**config.mk**
```make
export PLATFORM = sky130hd
export DESIGN_NAME = piso_serializer
export DESIGN_NICKNAME = d
export VERILOG_FILES = /design/src/rtl/piso_serializer_pkg.sv /design/src/rtl/piso_serializer.sv
export SDC_FILE = /design/constraint.sdc
export NUM_CORES = 1
export LEC_CHECK = 0
export CORE_MARGIN = 4
export CORE_UTILIZATION = 43
export CTS_CLUSTER_DIAMETER = 30
export DETAILED_ROUTE_END_ITERATION = 12
export PLACE_DENSITY = 0.81
export REMOVE_ABC_BUFFERS = 1
export SLEW_MARGIN = 20
export SYNTH_ARGS = -nofsm -noshare
export SYNTH_HDL_FRONTEND = slang
export SYNTH_SLANG_ARGS = --single-unit
```
**constraint.sdc**
```tcl
create_clock -name clk -period 2.15 [get_ports clk]
set_clock_uncertainty 0.2 [all_clocks]
set_input_delay 0.43 -clock clk [delete_from_list [all_inputs] [get_ports clk]]
set_output_delay 0.43 -clock clk [all_outputs]
set_load 0.005 [all_outputs]
```
**src/rtl/piso_serializer_pkg.sv**
```systemverilog
// Shared definitions for the parallel-in, serial-out stage that feeds the
// 101 sequence detector: the two-state FSM encoding and the bit-counter width.
package piso_pkg;

  // IDLE: no word in flight. SHIFT: a word is being shifted out.
  typedef enum logic {
    S_IDLE  = 1'b0,
    S_SHIFT = 1'b1
  } state_t;

  // Width of a counter that counts 0..width-1. Kept at 1 or more bits.
  function automatic int cnt_w(input int width);
    return (width < 2) ? 1 : $clog2(width);
  endfunction

endpackage

```
**src/rtl/piso_serializer.sv**
```systemverilog
// Parallel-in, serial-out serializer. It takes WIDTH-bit words over a
// valid/ready handshake and emits one bit per clock. serial_valid qualifies
// each bit and last_bit marks the final bit of a word. Words can follow each
// other with no gap, so the detector downstream sees a contiguous bit stream.
//
// Handshake: a word transfers at a rising edge where load_valid && load_ready
// && !rst. load_ready is decoded from registers only. It never depends on
// load_valid or par_in. par_in is sampled only on that edge. Upstream holds
// load_valid and par_in until it sees the transfer.
module piso_serializer
  import piso_pkg::*;
#(
  parameter int WIDTH     = 8,
  parameter bit MSB_FIRST = 1'b1
) (
  input  logic             clk,
  input  logic             rst,
  input  logic             load_valid,
  output logic             load_ready,
  input  logic [WIDTH-1:0] par_in,
  output logic             serial_out,
  output logic             serial_valid,
  output logic             last_bit
);

  localparam int             CW   = cnt_w(WIDTH);
  localparam logic [CW-1:0]  LAST = CW'(WIDTH - 1);

  // FSM state is a plain named signal so that checkers can bind to it.
  state_t           state;
  logic [WIDTH-1:0] shreg;
  logic [CW-1:0]    cnt;

  logic             at_last;
  logic             handshake;
  logic             head_bit;
  logic [WIDTH-1:0] shifted;

  assign at_last    = (state == S_SHIFT) && (cnt == LAST);
  assign load_ready = (state == S_IDLE) || at_last;
  assign handshake  = load_valid && load_ready;

  // Output end of the shift register, and the register after one shift
  // toward that end with a 0 shifted in behind.
  generate
    if (MSB_FIRST) begin : g_msb_first
      assign head_bit = shreg[WIDTH-1];
      assign shifted  = {shreg[WIDTH-2:0], 1'b0};
    end else begin : g_lsb_first
      assign head_bit = shreg[0];
      assign shifted  = {1'b0, shreg[WIDTH-1:1]};
    end
  endgenerate

  // The idle line is forced low so the detector never sees a false '1'.
  assign serial_out   = (state == S_SHIFT) && head_bit;
  assign serial_valid = (state == S_SHIFT);
  assign last_bit     = at_last;

  // FSM, shift register and bit counter. Reset wins over a same-cycle load.
  // A load on the last bit of a word keeps SHIFT, so there is no bubble.
  always_ff @(posedge clk) begin
    if (rst) begin
      state <= S_IDLE;
      shreg <= '0;
      cnt   <= '0;
    end else if (handshake) begin
      state <= S_SHIFT;
      shreg <= par_in;
      cnt   <= '0;
    end else if (state == S_SHIFT) begin
      if (at_last) begin
        state <= S_IDLE;
        shreg <= '0;
        cnt   <= '0;
      end else begin
        shreg <= shifted;
        cnt   <= cnt + CW'(1);
      end
    end
  end

endmodule

```
==> summary.md <==
| Metric | Value |
|---|---|
| Synth Register Bits | 12 |
| Main flop type after synthesis | dfxtp_1 |
| Pwr dens | 543.4 nW/um2 |
| Yosys top cell by area | dfxtp_1 |
| H-tree depth | 1 |
| Arr. time, crit path | 1.36 ns |
| Worst setup SP type | flip-flop |
| GR Overflow Total | 0 |
| Vias in the first global route | 617 |
| Top-count cell post-synth | nor2_1 |
| YS warnings | 0 |
| Fraction of layout cells with a size suffix above 1 | 0.3261 |
| Fin. max-slew vios | 0 |
| Worst setup path category | reg2out |
| Final std cells w/o fill | 108 |
| Rel. slew slack | 0.6134 |
| Worst vdd ir | 0.2576 mV |
| Fmax | 0.5031 GHz |
| Largest net degree at the start of global routing | 13 |
| Setup violators final | 0 |
| Synth Cell Area | 710.7 um2 |
| Leakage power | 0.3869 nW |
| Hold-fix buffers at CTS | 0 |
| Total Wirelength | 1.479 mm |
| Min Clock Period, post-route | 1.988 ns |
| Die Span Y | 48.66 um |
| Synthesis-to-layout area growth | 27.46% |
| Initial detailed-routing violation count | 6 |
| Register area share after synthesis | 0.3380 |
| WP data required | 1.52 ns |
| Gp weighted congestion | 0.7226 |
| RSZ-0062 raised after global routing | false |
| Synth Instances | 76 |
| Die W | 48.66 um |
| Fin. Hold Viols | 0 |
| # placed instances | 105 |
| Post-synth top area share | 0.3380 |
| Clock buffer count from CTS | 3 |
| # clock sinks | 12 |
| DRC viols | 0 |
| Clock-pin transition on the worst setup and hold timing paths | 0.07 ns |
| Status | complete, no violations |
| Tot GR Track Use | 0.1363 |
| Avg WL per Cell | 13.69 um |
| Syn Area/Cell | 9.351 um2 |
| IO Port Bufs | 14 |
| Routed Antenna Nets | 0 |
| Endpoint class of the critical path | output port |
| EDFF count, synth | 0 |
| Final worst setup slack | 0.1623 ns |
| CTS root buffer | clkbuf_4 |
| Setup tns final | 0 ns |
| Post-synth cell types | 22 |
| Die area | 2367 um2 |
| Initial antenna violation count | 0 |
| First drt pass iteration count | 2 |
| Post-layout util | 0.5877 |
| Layout Nets | 107 |
| Worst Hold Class | reg2reg |
| Slew @ Worst Pin | 0.5781 ns |
| Fin crit share | 0.9245 |
| Commonest cells in the netlist | nor2_1 (14), dfxtp_1 (12), inv_1 (8) |
| Ports | 15 |
| ANT cells | 0 |
| Vias per cell | 5.472 |
| Async SR Flop Fraction | 0 |
| Largest cells by area after synthesis | dfxtp_1 (34%), a211oi_2 (12%), a22oi_2 (11%), nor2_1 (7.4%), a21o_1 (5.3%) |
| CTS tree | yes |
| FP Rows | 14 |
| Max Cap Viol | 0 |
| CTS Buffer Depth | 2 |
| Initial Util | 0.4610 |
| Post-DP HPWL | 1.117 mm |
| Critical path peak fanout | 4 |
| Global-route wire length before repair | 2.580 mm |
| Core area | 1541 um2 |
| Worst skew pair latency | 0.27 ns |
| Pre-CTS WS | 0.1645 ns |
| Vias | 591 |
[cell families after synthesis]
group,after synthesis,share of synthesized area
adder cells (fa/ha/maj),2,0.03521
AO/OA/AOI/OAI,24,0.3521
flip-flops,12,0.3380
buffers and inverters,15,0.1056
AND/OR/NAND/NOR,21,0.1408
multiplexers,2,0.02817
[worst max-delay path: stages (launching register included)]
cell and delay (ns):
dfxtp_2 0.33, ha_2 0.19, ha_4 0.17, and2_1 0.15
dlygate4sd2_1 0.25
[sequential cells by signal (all words and copies together) (netlist names)]
name and cells:
cnt 3, serial_valid 1, shreg 8
[placed cells by master, fill, tap and decap left out, types with 2 or more instances in the layout]
| master | netlist | routed |
|---|---|---|
| clkdlybuf4s50_1 | 0 | 12 |
| mux2i_1 | 2 | 2 |
| inv_1 | 8 | 8 |
| clkbuf_4 | 0 | 3 |
| dfxtp_1 | 12 | 9 |
| nor2_1 | 14 | 14 |
| a21o_1 | 5 | 5 |
| buf_4 | 0 | 5 |
| a22oi_1 | 2 | 2 |
| dfxtp_2 | 0 | 3 |
| a21o_2 | 2 | 2 |
| and2_1 | 3 | 3 |
| a22oi_2 | 6 | 6 |
| a211oi_2 | 7 | 7 |
| dlygate4sd2_1 | 0 | 2 |
[metal layers]
metal  global-route usage  wire, um  vias up
met5                    0         0        -
met4              0.06726        22        0
met3              0.03374        56        4
met2               0.2348       733       16
met1               0.1536       666      277
li1                     -         -      294
[metrics by stage]
stage | area (um2) | power (W) | hold WS [ns]
after detailed placement | 867.1 | 0.0003614 | 0.3169
after floorplan | 669.4 | 0.0003067 | 0.2721
after CTS | 904.6 | 0.0004999 | 0.3147
after global routing | 905.9 | 0.0005185 | 0.3468
final | 905.9 | 0.0004922 | 0.3097
after global placement | 867.1 | 0.0003568 | 0.2932
[power by group]
part	switching, W	total, W	internal, W	leakage [nW]
Combinational	0.0000474	0.000106	0.0000581	0.273
Clock	0.0000722	0.000137	0.0000648	0.0138
Sequential	0.0000120	0.000250	0.000238	0.100
[final cells by class]
| class | instances | area [um2] |
|---|---|---|
| Inverter | 9 | 33.78 |
| Sequential cell | 12 | 244.0 |
| Tap cell | 16 | 20.02 |
| Timing Repair Buffer | 19 | 175.2 |
| Fill cell | 142 | 635.6 |
| Clock buffer | 3 | 22.52 |
| Multi-Input combinational cell | 49 | 410.4 |
[final timing paths]
| check | startpoint | endpoint | slack, ns | depth (start not counted) |
|---|---|---|---|---|
| max | cnt[0] | last_bit | 0.16 | 4 |
| max reg2reg | cnt[0] | shreg[5] | 0.55 | 6 |
| min | cnt[0] | cnt[0] | 0.31 | 2 |
| min reg2reg | cnt[0] | cnt[0] | 0.31 | 2 |
[timing repair]
item	CTS	global route
endpoints found under the hold margin	0	0
resized for setup	7	1
setup buffers	0	0
setup endpoints to repair	2	1
(Power assumes the default switching activity.)
